==> config.mk <==
export PLATFORM = sky130hd
export DESIGN_NAME = minmax_stretch_ctrl
export DESIGN_NICKNAME = d
export VERILOG_FILES = /design/src/rtl/minmax_stretch_ctrl.sv
export SDC_FILE = /design/constraint.sdc
export NUM_CORES = 1
export LEC_CHECK = 0
export BUFFER_PORTS_ARGS = -buffer_cell sky130_fd_sc_hd__buf_4
export CAP_MARGIN = 20
export CORE_MARGIN = 2
export CORE_UTILIZATION = 35
export CTS_CLUSTER_SIZE = 30
export DETAILED_ROUTE_END_ITERATION = 10
export PLACE_DENSITY = 0.56
export SYNTH_ARGS = -nofsm -noshare
export SYNTH_HDL_FRONTEND = slang
export SYNTH_SLANG_ARGS = --single-unit
==> constraint.sdc <==
create_clock -name clk -period 6.24 [get_ports clk]
set_clock_uncertainty 0.05 [all_clocks]
set_input_delay 0.312 -clock clk [delete_from_list [all_inputs] [get_ports clk]]
set_output_delay 0.312 -clock clk [all_outputs]
set_load 0.03 [all_outputs]
==> src/rtl/minmax_stretch_ctrl.sv <==
// Per-frame min/max statistics plus bit-serial gain divider for the contrast-stretch stage.
// Optional temporal smoothing of min/max is enabled with `define MINMAX_IIR_EN.
module minmax_stretch_ctrl #(
  parameter int DATA_WIDTH = 13,
  parameter int GAIN_FRAC  = 16,
  parameter int GAIN_WIDTH = 24,
  parameter int IIR_SHIFT  = 2
) (
  input  logic                  clk,
  input  logic                  rst_n,
  input  logic                  en,
  input  logic                  fval_in,
  input  logic                  lval_in,
  input  logic [DATA_WIDTH-1:0] data,
  output logic [DATA_WIDTH-1:0] min_val,
  output logic [DATA_WIDTH-1:0] max_val,
  output logic [GAIN_WIDTH-1:0] gain,
  output logic                  cfg_valid,
  output logic                  busy,
  output logic                  overrun
);

  localparam int QB = 8 + GAIN_FRAC;
  localparam int CW = $clog2(QB);

  localparam logic [1:0] IDLE    = 2'd0;
  localparam logic [1:0] LOAD    = 2'd1;
  localparam logic [1:0] DIVIDE  = 2'd2;
  localparam logic [1:0] PUBLISH = 2'd3;

  localparam logic [QB-1:0] DIVIDEND = {8'd255, {GAIN_FRAC{1'b0}}};

  logic [1:0]            state;
  logic                  fval_d;
  logic [DATA_WIDTH-1:0] acc_min;
  logic [DATA_WIDTH-1:0] acc_max;
  logic                  acc_hit;
  logic [DATA_WIDTH-1:0] wmin;
  logic [DATA_WIDTH-1:0] wmax;
  logic [DATA_WIDTH-1:0] span;
  logic [DATA_WIDTH:0]   rem;
  logic [QB-1:0]         dvd;
  logic [QB-1:0]         quo;
  logic [CW-1:0]         cnt;

  logic                  frame_end;
  logic [DATA_WIDTH-1:0] ld_min;
  logic [DATA_WIDTH-1:0] ld_max;
  logic [DATA_WIDTH-1:0] pub_min;
  logic [DATA_WIDTH-1:0] pub_max;
  logic [DATA_WIDTH-1:0] span_raw;
  logic [DATA_WIDTH-1:0] span_ld;
  logic [DATA_WIDTH:0]   trial;
  logic                  ge;

  assign frame_end = !fval_in && fval_d;
  assign busy      = (state != IDLE);

  // Statistics run continuously; a frame start with lval high counts as the first sample.
  always_ff @(posedge clk) begin
    if (!rst_n) begin
      fval_d  <= 1'b0;
      acc_min <= '1;
      acc_max <= '0;
      acc_hit <= 1'b0;
    end else begin
      fval_d <= fval_in;
      if (fval_in && !fval_d) begin
        if (lval_in) begin
          acc_min <= data;
          acc_max <= data;
          acc_hit <= 1'b1;
        end else begin
          acc_min <= '1;
          acc_max <= '0;
          acc_hit <= 1'b0;
        end
      end else if (fval_in && lval_in) begin
        if (data < acc_min) acc_min <= data;
        if (data > acc_max) acc_max <= data;
        acc_hit <= 1'b1;
      end
    end
  end

`ifdef MINMAX_IIR_EN
  logic [DATA_WIDTH-1:0]        fmin;
  logic [DATA_WIDTH-1:0]        fmax;
  logic                         iir_first;
  logic signed [DATA_WIDTH:0]   dmin;
  logic signed [DATA_WIDTH:0]   dmax;
  logic signed [DATA_WIDTH:0]   dmin_sh;
  logic signed [DATA_WIDTH:0]   dmax_sh;

  // The step lies between the old filter value and the snapshot, so truncating it is exact.
  always_comb begin
    dmin    = $signed({1'b0, wmin}) - $signed({1'b0, fmin});
    dmax    = $signed({1'b0, wmax}) - $signed({1'b0, fmax});
    dmin_sh = dmin >>> IIR_SHIFT;
    dmax_sh = dmax >>> IIR_SHIFT;
    if (iir_first) begin
      ld_min = wmin;
      ld_max = wmax;
    end else begin
      ld_min = fmin + dmin_sh[DATA_WIDTH-1:0];
      ld_max = fmax + dmax_sh[DATA_WIDTH-1:0];
    end
  end

  always_ff @(posedge clk) begin
    if (!rst_n) begin
      fmin      <= '0;
      fmax      <= '0;
      iir_first <= 1'b1;
    end else if (state == LOAD) begin
      fmin      <= ld_min;
      fmax      <= ld_max;
      iir_first <= 1'b0;
    end
  end

  assign pub_min = fmin;
  assign pub_max = fmax;
`else
  assign ld_min  = wmin;
  assign ld_max  = wmax;
  assign pub_min = wmin;
  assign pub_max = wmax;
`endif

  assign span_raw = ld_max - ld_min;
  assign span_ld  = (span_raw == '0) ? {{(DATA_WIDTH-1){1'b0}}, 1'b1} : span_raw;
  assign trial    = {rem[DATA_WIDTH-1:0], dvd[QB-1]};
  assign ge       = (trial >= {1'b0, span});

  // Restoring divider: one quotient bit per DIVIDE cycle, outputs only move in PUBLISH.
  always_ff @(posedge clk) begin
    if (!rst_n) begin
      state     <= IDLE;
      wmin      <= '0;
      wmax      <= '0;
      span      <= '0;
      rem       <= '0;
      dvd       <= '0;
      quo       <= '0;
      cnt       <= '0;
      min_val   <= '0;
      max_val   <= '1;
      gain      <= '0;
      cfg_valid <= 1'b0;
      overrun   <= 1'b0;
    end else begin
      cfg_valid <= 1'b0;
      if (frame_end && state != IDLE) overrun <= 1'b1;
      case (state)
        IDLE: begin
          if (frame_end && en && acc_hit) begin
            wmin  <= acc_min;
            wmax  <= acc_max;
            state <= LOAD;
          end
        end
        LOAD: begin
          span  <= span_ld;
          rem   <= '0;
          dvd   <= DIVIDEND;
          quo   <= '0;
          cnt   <= CW'(QB - 1);
          state <= DIVIDE;
        end
        DIVIDE: begin
          rem <= ge ? (trial - {1'b0, span}) : trial;
          quo <= {quo[QB-2:0], ge};
          dvd <= {dvd[QB-2:0], 1'b0};
          cnt <= cnt - 1'b1;
          if (cnt == '0) state <= PUBLISH;
        end
        PUBLISH: begin
          min_val   <= pub_min;
          max_val   <= pub_max;
          gain      <= quo;
          cfg_valid <= 1'b1;
          state     <= IDLE;
        end
        default: state <= IDLE;
      endcase
    end
  end

endmodule
## After elaboration in Yosys (flattened, before gate mapping)

Cells that the tools add are included.

- Flip-flop bits (word level): 187
- Input port bits: 18
- Output and inout port bits: 53
- Word-level logic and storage cells: 69

- Add/subtract/negate cells: 3
- Order comparisons: 3
- Equal/unequal tests: 5
- Muxes and demuxes: 21
- Reductions and logical operators: 20

Operators with widths:

| cell | number |
|---|---|
| $mux W13 | 10 |
| $pmux W24 S2 | 2 |
| $pmux W13 S2 | 1 |
| $sub A13 B13 Y13 | 2 |
| $ge A14 B13 Y1 | 1 |
| $gt A13 B13 Y1 | 1 |
| $logic_not A13 Y1 | 1 |
| $lt A13 B13 Y1 | 1 |
| $pmux W5 S2 | 1 |
| $reduce_bool A2 Y1 | 5 |
| $pmux W2 S4 | 1 |
| $reduce_and A2 Y1 | 4 |
| $logic_and A1 B1 Y1 | 6 |
| $logic_not A5 Y1 | 1 |
| $sub A5 B1 Y5 const B | 1 |
| $eq A2 B2 Y1 const B | 2 |
| $mux W1 | 4 |
| $mux W2 | 2 |
| $ne A2 B2 Y1 const B | 2 |
| $eq A2 B1 Y1 const B | 1 |
| $logic_not A1 Y1 | 2 |
| $logic_not A2 Y1 | 1 |

## Depth between registers and ports, before layout

Gate-level depths: netlist of run 1.

- Word-level depth: 6
- Depth in mapped cells: 11
- Mapped depth without buffers: 11

## Worst setup path before layout of run 1

Ideal clock, no wire load.

- Kind: register to register
- Start: reg wmax[0], in the netlist ld_max[0]
- End: reg span[0]
- Setup time: 0.069 ns
- Arrival: 2.255 ns
- Required time: 6.121 ns
- Setup slack: 3.866 ns
- Stages on the path, launching flop included: 12
- Buffers on the path: 0
- Period minus slack after synthesis: 2.374 ns
- Cells stage by stage: dfxtp_1 inv_1 ha_1 inv_1 fa_1 a21o_1 a221oi_2 o21ai_1 a21oi_1 xnor2_1 or3_1 o21ai_1

- Cells in the longest elaborated chain, start to end: 3

Ends and longest elaborated chain:

| what | RTL line | RTL |
|---|---|---|
| start, declared | 39 | `logic [DATA_WIDTH-1:0] wmax;` |
| start signal, assigned | 159 | `wmax <= acc_max;` |
| $sub A13 B13 Y13 * | 131 | `assign span_raw = ld_max - ld_min;` |
| $logic_not A13 Y1 | 132 | `assign span_ld = (span_raw == '0) ? {{(DATA_WIDTH-1){1'b0}}, 1'b1} : span_raw;` |
| $mux W13 * | 132 |  |
| end signal, assigned | 164 | `span <= span_ld;` |
| end, declared | 40 | `logic [DATA_WIDTH-1:0] span;` |

Every way passes the cells marked *; elsewhere a longest branch is shown, timed or not.
A chain may end at the register's enable or synchronous reset.

## Worst setup path in the final report of run 1

- Start: reg wmin[0], in the netlist ld_min[0]
- End: reg span[0]

- Cells in the longest elaborated chain, start to end: 3

Ends and longest elaborated chain:

| what | RTL line | RTL |
|---|---|---|
| start, declared | 38 | `logic [DATA_WIDTH-1:0] wmin;` |
| start signal, assigned | 158 | `wmin <= acc_min;` |
| $sub A13 B13 Y13 * | 131 |  |
| $logic_not A13 Y1 | 132 |  |
| $mux W13 * | 132 |  |

Marks and branches as above.

==> flow_metrics.env, run 1 <==
export IMPL_status="finished, final reports clean"
export IMPL_synth_edf_count=0
export IMPL_grt_overflow_total=0
export IMPL_netlist_top_cells_count="dfxtp_1, nand2_1, mux2i_1"
export IMPL_htree_levels=4
export IMPL_path_cells="ha_1 -> inv_1 -> fa_1 -> a21o_1 -> a221oi_2 -> o21ai_1 -> a21oi_1 -> xnor2_1 -> or3_1 -> o21ai_1"
export IMPL_cts_sinks=171
export IMPL_grt_total_usage_pct=16.26
export IMPL_post_cts_buffers=0
export IMPL_synth_top_cell_area_share_pct=42.04
export IMPL_final_area_um2=9520
export IMPL_nFillCells=2308
export IMPL_utilization_pct=41.92
export IMPL_syn_cell_area_um2=8143
export IMPL_syn2layout_area_growth_pct=16.92
export IMPL_wl_per_cell_um=14.96
export IMPL_setup_violations=0
export IMPL_drt_iter0_markers=336
export IMPL_syn_avg_cell_area_um2=8.756
export IMPL_wl_met1_mm=9.600
export IMPL_yosysSeqAreaShare_pct=42.04
export IMPL_via_per_inst=4.911
export IMPL_drive_gt1_share_pct=11.63
export IMPL_synth_cell_types=52
export IMPL_synth_most_common_cell="dfxtp_1"
export IMPL_synth_mux_area_share_pct=9.004
export IMPL_remaining_drc_errors=0
export IMPL_grt_pass1_vias=5995
export IMPL_dr_wl_met2_mm=8.704
export IMPL_worst_pin_slew_ns=1.139
export IMPL_leakage_nw=3.704
export IMPL_period_needed_ns=2.695
export IMPL_regArea_um2=3423
export IMPL_vias=6256
export IMPL_path_class="reg2reg"
export IMPL_synth_seq_cells=171
export IMPL_io_buffers=70
export IMPL_hpwl_mm=13.46
export IMPL_firstDrtPassIters=5
export IMPL_root_buffer="clkbuf_16"
export IMPL_synthArstFlopShare_pct=0
export IMPL_slowest_delay_ns=0.42
export IMPL_ant_nets=0
export IMPL_die_y_um=156.5
export IMPL_cts_inserted_buffers=17
export IMPL_initial_core_util_pct=35.86
export IMPL_slew_headroom_pct=24.08
export IMPL_drv_cap=0
export IMPL_synth_fp_nets=1006
export IMPL_coreArea_um2=22710
export IMPL_placed_area_um2=8889
export IMPL_synthFlopType="dfxtp_1"
export IMPL_synth_area_leaders="dfxtp_1, mux2i_1, ha_1"
export IMPL_synth_simple_gate_area_share_pct=16.55
export IMPL_synth_compound_area_share_pct=15.27
export IMPL_routed_wl_met3_um=494
export IMPL_synth_cells=930
export IMPL_die_x_um=156.5
export IMPL_synthAdderAreaFrac_pct=9.096
export IMPL_fmax_mhz=371.1
export IMPL_grt_setup_unrepaired="no"
export IMPL_yosysTopAreaCell="dfxtp_1"
export IMPL_whs_path_depth=2
export IMPL_grt_max_degree=80
export IMPL_path_depth=10
export IMPL_ctsResizeCount=0
export IMPL_cp_end_kind="flop"
export IMPL_top_layer="met4"
export IMPL_cts_hold_buf=0
export IMPL_ff2ff_path_depth=10
export IMPL_hp_class="in2reg"
export IMPL_wirelength_mm=19.06
export IMPL_io_pin_count=71
export IMPL_synth_xor_area_share_pct=2.474
export IMPL_antennaDiodeCount=0
export IMPL_critical_path_buf_inv_count=1
export IMPL_worst_skew_pair_late_latency_ns=0.42
export IMPL_place_congestion=0.8235
export IMPL_crit_family="compound AO/OA/AOI/OAI gates"
export IMPL_slew_viol_final=0
export IMPL_slowest_stage="a221oi_2"
export IMPL_finalHoldViolations=0
export IMPL_p_per_area_nw_per_um2=327.1
export IMPL_cts_tree="done"
export IMPL_cp_arrival_ns=3.00
export IMPL_peakVddDrop_v=0.0002222
export IMPL_synth_top_family_by_area="simple AND/OR/NAND/NOR gates"
export IMPL_clk_pin_slew_ns=0.07
export IMPL_cpMostUsedCell="o21ai_1"
export IMPL_antenna_found_initial=0
export IMPL_path_max_fanout=4
export IMPL_fp_dieArea_um2=24500
export IMPL_post_route_period_util_pct=43.19
export IMPL_multi_input_area_um2=4282
export IMPL_clock_path_buffers=2
export IMPL_fin_tns_setup_ns=0
export IMPL_layout_nets=1052
export IMPL_required_ns=6.55
export IMPL_grt_pass1_wl_mm=31.55
export IMPL_rows=55
export IMPL_worstSetupStartpointType="flop"
export IMPL_yosysWarnings=0
==> cell usage in the layout (no fill, tap or decap), types with 3 or more instances in the layout <==
master	n
dfxtp_1	171
or3_1	3
buf_4	77
inv_1	65
nor2b_1	8
nand2_1	97
a211oi_1	6
o21ai_1	20
a22o_1	13
xnor2_1	17
o21ai_0	31
a21oi_1	69
mux2i_1	71
nand3b_1	15
ha_1	54
nand2b_1	29
nor3_1	5
clkinv_4	3
o22ai_1	3
xor2_1	6
clkbuf_16	17
nand4_1	7
inv_6	5
a31oi_1	13
and3_1	5
o21a_1	10
nor2_1	69
a21o_1	14
and2_1	5
bufinv_16	3
nand3_1	43
==> per-stage QoR <==
step / power [mW] / hold WS, ns / worst slack, ns / cells
4_1_cts: 3.148 / 0.06259 / 3.535 / 1274
3_5_place_dp: 2.013 / 0.4013 / 3.558 / 1242
3_3_place_gp: 2.012 / 0.3985 / 3.558 / 1241
5_1_grt: 3.296 / 0.07494 / 3.304 / 1274
6_report: 3.114 / 0.08326 / 3.545 / 1274
2_1_floorplan: 1.858 / 0.3837 / 3.866 / 930
==> cell families after synthesis <==
group,Yosys count
AOI/OAI and AO/OA,201
muxes,73
and+or+nand+nor,288
adders and majority gates,58
DFF,171
buffers and inverters,116
xor gates and xnor gates,23
==> registers in the layout, summed over array words and instances (netlist names), 2 cells and up <==
name,cells
max_val,13
dvd,8
span,13
cnt,5
quo,24
acc_max,13
state,2
gain,24
ld_max,13
rem,13
acc_min,13
min_val,13
ld_min,13
==> layout make-up <==
cell class                      count  area share [%]
Clock buffer                       19           4.758
Clock inverter                     13           1.879
Inverter                           66           2.615
Multi-Input combinational cell    643           44.97
Sequential cell                   171           35.96
Tap cell                          285           3.746
Timing Repair Buffer               77           6.072
==> metal layers <==
layer	vias to the layer above	GRT usage [%]
met1	2875	22.32
li1	3288	-
met4	0	4.980
met5	-	0
met2	72	25.87
met3	21	3.102
==> worst paths after layout <==
path,startpoint,to,slack (ns)
hold reg to reg,dvd[17],dvd[18],0.41
setup / recovery,ld_min[0],span[0],3.54
hold / removal,data[12],acc_max[12],0.08
setup reg to reg,ld_min[0],span[0],3.54
==> power by group <==
part	switching (mW)	leakage (nW)	internal [mW]
Clock	0.465	0.307	0.663
Combinational	0.435	2.01	0.352
Sequential	0.0422	1.38	1.16
No activity file was read; power rests on OpenSTA's default activity.
==> run 2, diff against run 1 <==
clock period = 2.6 ns   (was 6.24 ns; I/O delays follow)
==> run 2 against run 1 <==
Compared with the run above: die area is the same; utilization grew 1.1 points; sequential cell count is the same; hold slack lost 0.071 ns; clock-buffer cell count shrank 1; critical path depth is the same; combinational power grew to 2.6 times the previous value; global-route usage grew 0.38 points; non-clock buffer count grew 32; wire length grew 1.8%; critical endpoint is now acc_max[2].
==> flow_metrics.env, run 2 (synthesis results as in run 1) <==
export IMPL_status="finished, final reports clean"
export IMPL_post_cts_buffers=0
export IMPL_worst_skew_pair_late_latency_ns=0.43
export IMPL_remaining_drc_errors=0
export IMPL_fp_dieArea_um2=24500
export IMPL_grt_overflow_total=0
export IMPL_final_cell_mix="dfxtp_1, nand2_1, buf_4"
export IMPL_grt_pass1_wl_mm=32.19
export IMPL_wl_per_cell_um=14.86
export IMPL_wirelength_mm=19.41
export IMPL_pwr_share_clk_pct=33.3
export IMPL_die_y_um=156.5
export IMPL_cts_inserted_buffers=17
export IMPL_slew_viol_final=0
export IMPL_die_x_um=156.5
export IMPL_antennaDiodeCount=0
export IMPL_p_sw_share_pct=31.33
export IMPL_place_congestion=0.8460
export IMPL_total_power_mw=7.381
export IMPL_final_cells=1306
export IMPL_comb_power_share_pct=27.7
export IMPL_layout_setup_ws_ns=0.1844
export IMPL_via_per_inst=4.958
export IMPL_path_max_fanout=12
export IMPL_grt_max_degree=50
export IMPL_p_sw_mw=2.313
export IMPL_cp_end_kind="flop"
export IMPL_slew_headroom_pct=43.38
export IMPL_setup_violations=0
export IMPL_io_pin_count=71
export IMPL_drive_gt1_share_pct=13.61
export IMPL_post_route_period_util_pct=92.91
export IMPL_layout_commonest_cell="dfxtp_1"
export IMPL_ant_nets=0
export IMPL_cts_sinks=171
export IMPL_path_class="in2reg"
export IMPL_cts_tree="done"
export IMPL_grt_total_usage_pct=16.64
export IMPL_io_buffers=70
export IMPL_regToRegStartpoint="ld_max[0]"
export IMPL_clk_pin_slew_ns=0.07
export IMPL_drt_iter0_markers=357
export IMPL_fmax_mhz=414.0
export IMPL_required_ns=2.92
export IMPL_hp_class="in2reg"
export IMPL_hpwl_mm=13.86
export IMPL_coreArea_um2=22710
export IMPL_grt_setup_unrepaired="no"
export IMPL_reg_top3="gain (24), quo (24)"
export IMPL_dp_slack_ns=-0.02016
export IMPL_worst_pin_slew_ns=0.8492
export IMPL_leakage_nw=3.820
export IMPL_p_per_area_nw_per_um2=755.7
export IMPL_drv_cap=0
export IMPL_firstDrtPassIters=5
export IMPL_peakVddDrop_v=0.0004454
export IMPL_p_int_mw=5.068
export IMPL_rows=55
export IMPL_root_buffer="clkbuf_16"
export IMPL_fin_tns_setup_ns=0
export IMPL_seqPwrFrac_pct=39.0
export IMPL_clock_path_buffers=2
export IMPL_vias=6475
export IMPL_layout_nets=1084
export IMPL_nFillCells=2209
export IMPL_cp_arrival_ns=2.74
export IMPL_grt_pass1_vias=6282
export IMPL_worstSetupStartpointType="input port"
export IMPL_syn2layout_area_growth_pct=19.94
export IMPL_hp_start="rst_n"
export IMPL_finalHoldViolations=0
export IMPL_period_needed_ns=2.416
export IMPL_htree_levels=4
export IMPL_place_inst=1260
export IMPL_antenna_found_initial=0
export IMPL_crit_start="data[1]"
export IMPL_initial_core_util_pct=35.86
==> run 2: per-layer routing <==
layer,routed length [µm],up-vias,track usage (%)
met5,0,-,0
met4,333,0,5.505
met3,781,26,3.711
met2,8858,132,26.52
met1,9434,2950,22.32
li1,-,3367,-
==> run 2: what timing repair did <==
action / in CTS / in global routing
pin swaps: 0 / 3
endpoints found under the hold margin: 26 / 0
endpoints found under the setup margin: 12 / 15
hold buffers: 14 / 0
gates resized for setup: 1 / 7
==> run 2: worst paths after layout <==
check | endpoint | slack [ns] | depth (start not counted)
worst max-delay path | acc_max[2] | 0.18 | 10
worst min-delay path | max_val[10] | 0.01 | 2
worst max register to register | span[0] | 0.19 | 11
worst min register to register | dvd[17] | 0.41 | 2
==> run 2: layout make-up <==
type                            count  area [µm²]  area share (%)
Inverter                           66       249.0           2.549
Clock buffer                       18       429.2           4.394
Timing Repair Buffer              109       869.6           8.903
Clock inverter                     14       135.1           1.384
Multi-Input combinational cell    643        4303           44.06
Tap cell                          285       356.6           3.651
Sequential cell                   171        3425           35.06
==> run 2: power by group through the flow <==
stage | Clock (mW) | Sequential [mW] | Combinational (mW)
2_1_floorplan | 0 | 2.91 | 1.55
3_5_place_dp | 0 | 2.94 | 1.99
6_report | 2.46 | 2.88 | 2.04
4_1_cts | 2.53 | 2.88 | 2.02
3_3_place_gp | 0 | 2.94 | 1.99
5_1_grt | 2.64 | 2.90 | 2.30
==> run 2: worst max-delay path, cell delays in order <==
cell and delay, ns:
dlygate4sd3_1 0.53, buf_4 0.16, ha_1 0.29, nor2b_1 0.14
o21a_1 0.12, o21ai_1 0.05, a211oi_1 0.28, o2111ai_1 0.22
a21oi_2 0.58, a22o_1 0.23
==> run 2: metrics by stage <==
step | hold WS, ns | util, % | area (µm²)
floorplan | 0.2017 | - | 8143
global placement | 0.3380 | 39.79 | 9036
detailed placement | 0.3363 | 39.79 | 9036
CTS | 0.002533 | 42.91 | 9744
global route | 0.01172 | 43.01 | 9767
finish | 0.01204 | 43.01 | 9767
==> run 3, diff against run 2 <==
--- a/config.mk
+++ b/config.mk
@@ -12,4 +12,5 @@
 export CTS_CLUSTER_SIZE = 30
 export DETAILED_ROUTE_END_ITERATION = 10
+export HOLD_SLACK_MARGIN = 0.02
 export PLACE_DENSITY = 0.56
 export SYNTH_ARGS = -nofsm -noshare
==> constraint.sdc (replaced) <==
create_clock -name clk -period 2.6 [get_ports clk]
set_clock_uncertainty 0.05 [all_clocks]
set_input_delay 0.78 -clock clk [delete_from_list [all_inputs] [get_ports clk]]
set_output_delay 0.78 -clock clk [all_outputs]
set_load 0.03 [all_outputs]
==> run 3 against run 2 <==
Compared with the run above: non-clock buffer count rose by 1; clock power up 2%; die area stayed put; first-iteration DRC count is 11% lower; worst setup slack got worse by 0.026 ns; wire length increased by 0.64%; global-route usage is 0.46 points lower; power is 1.1% higher; critical endpoint is now rem[2].
==> flow_metrics.env, run 3 (synthesis results as in run 1) <==
export IMPL_status="finished, final reports clean"
export IMPL_drv_cap=0
export IMPL_syn2layout_area_growth_pct=19.90
export IMPL_path_class="reg2reg"
export IMPL_peakVddDrop_v=0.0003911
export IMPL_antennaDiodeCount=0
export IMPL_grt_pass1_vias=6071
export IMPL_grt_pass1_wl_mm=31.53
export IMPL_ant_nets=0
export IMPL_cts_tree="done"
export IMPL_rows=55
export IMPL_wl_per_cell_um=14.94
export IMPL_post_cts_buffers=0
export IMPL_whs_path_depth=2
export IMPL_wirelength_mm=19.53
export IMPL_hpwl_mm=14.20
export IMPL_utilization_pct=42.99
export IMPL_slowest_delay_ns=0.31
export IMPL_grt_total_usage_pct=16.18
export IMPL_cp_arrival_ns=2.71
export IMPL_required_ns=2.87
export IMPL_path_max_fanout=7
export IMPL_worst_skew_pair_late_latency_ns=0.44
export IMPL_drt_iter0_markers=317
export IMPL_cts_sinks=171
export IMPL_initial_core_util_pct=35.86
export IMPL_slew_viol_final=0
export IMPL_cpMostUsedCell="o21ai_1"
export IMPL_place_inst=1275
export IMPL_hp_class="reg2reg"
export IMPL_vias=6453
export IMPL_clk_pin_slew_ns=0.07
export IMPL_worstSetupStartpointType="flop"
export IMPL_critical_path_buf_inv_count=2
export IMPL_ff2ff_path_depth=11
export IMPL_regToRegStartpoint="dvd[23]"
export IMPL_fp_dieArea_um2=24500
export IMPL_grt_overflow_total=0
export IMPL_place_congestion=0.8557
export IMPL_setup_violations=0
export IMPL_dp_slack_ns=-0.2498
export IMPL_io_buffers=70
export IMPL_htree_levels=4
export IMPL_final_cells=1307
export IMPL_fmax_mhz=409.6
export IMPL_cts_hold_buf=0
export IMPL_layout_commonest_cell="dfxtp_1"
export IMPL_firstDrtPassIters=5
export IMPL_total_power_mw=7.460
export IMPL_hold_end="dvd[18]"
export IMPL_worst_pin_slew_ns=0.9720
export IMPL_cp_end_kind="flop"
export IMPL_coreArea_um2=22710
export IMPL_period_needed_ns=2.441
export IMPL_clock_path_buffers=2
export IMPL_slowest_stage="dfxtp_1"
export IMPL_io_pin_count=71
export IMPL_die_y_um=156.5
export IMPL_r2r_slack_ns=0.16
export IMPL_via_per_inst=4.937
export IMPL_layout_nets=1085
export IMPL_p_per_area_nw_per_um2=764.1
export IMPL_hp_start="dvd[17]"
export IMPL_finalHoldViolations=0
export IMPL_cts_inserted_buffers=17
export IMPL_final_cell_mix="dfxtp_1, buf_4, nand2_1"
export IMPL_grt_setup_unrepaired="yes"
export IMPL_slew_headroom_pct=34.96
export IMPL_grt_max_degree=68
export IMPL_drive_gt1_share_pct=14.97
export IMPL_root_buffer="clkbuf_16"
export IMPL_antenna_found_initial=1
export IMPL_post_route_period_util_pct=93.89
export IMPL_reg_top3="gain (24), quo (24)"
export IMPL_rr_endpoint="rem[2]"
export IMPL_path_cells="inv_1 -> ha_1 -> fa_1 -> nor2b_1 -> o31a_1 -> o21ai_1 -> a21oi_2 -> o32ai_4 -> buf_4 -> mux2i_1 -> o21ai_1"
export IMPL_crit_family="compound AO/OA/AOI/OAI gates"
export IMPL_leakage_nw=3.841
export IMPL_layout_setup_ws_ns=0.1588
export IMPL_die_x_um=156.5
export IMPL_remaining_drc_errors=0
## run 3: worst max-delay path by stage
stage | cells after the start | slack, ns | to | from
floorplan | 9 | 0.11 | acc_max[10] | data[10]
global placement | 9 | -0.24 | acc_max[11] | data[10]
detailed placement | 9 | -0.25 | acc_max[10] | data[10]
CTS | 11 | 0.008 | rem[2] | dvd[23]
global route | 11 | -0.01 | rem[4] | dvd[23]
finish | 11 | 0.16 | rem[2] | dvd[23]
## run 3: report_power, final
| group | internal [mW] | switching, mW |
|---|---|---|
| registers | 2.78 | 0.105 |
| logic | 0.970 | 1.10 |
| clock network | 1.31 | 1.20 |
## run 3: layout make-up
cell class                      count  area, µm²
Fill cell                        2241      12950
Clock inverter                     14      152.6
Sequential cell                   171       3423
Clock buffer                       18      439.2
Inverter                           66      249.0
Timing Repair Buffer              110      835.8
Multi-Input combinational cell    643       4307
Tap cell                          285      356.6
## run 3: layer usage
| metal | up-vias | global-route usage, % | share of wire [%] |
|---|---|---|---|
| met1 | 2963 | 22.09 | 49 |
| li1 | 3362 | - | - |
| met3 | 26 | 3.157 | 3.0 |
| met2 | 102 | 25.53 | 46 |
| met4 | 0 | 5.592 | 2.0 |
| met5 | - | 0 | 0 |
## run 3: metrics by stage
step	hold WS, ns	TNS [ns]	cell area [µm²]
floorplan	0.3885	0	8143
global placement	0.3971	-3.594	9141
detailed placement	0.4068	-3.658	9146
CTS	0.4171	0	9738
global route	0.4397	-0.01236	9763
finish	0.4129	0	9763
## run 3: worst min-delay path, cell delays in order (launching register included)
cell	delay (ns)
dfxtp_1	0.31
inv_1	0.04
a31oi_1	0.07
## run 3: what timing repair did
| item | CTS | global route |
|---|---|---|
| endpoints found under the setup margin | 0 | 18 |
| gates resized for setup | 0 | 6 |
| endpoints found under the hold margin | 0 | 0 |
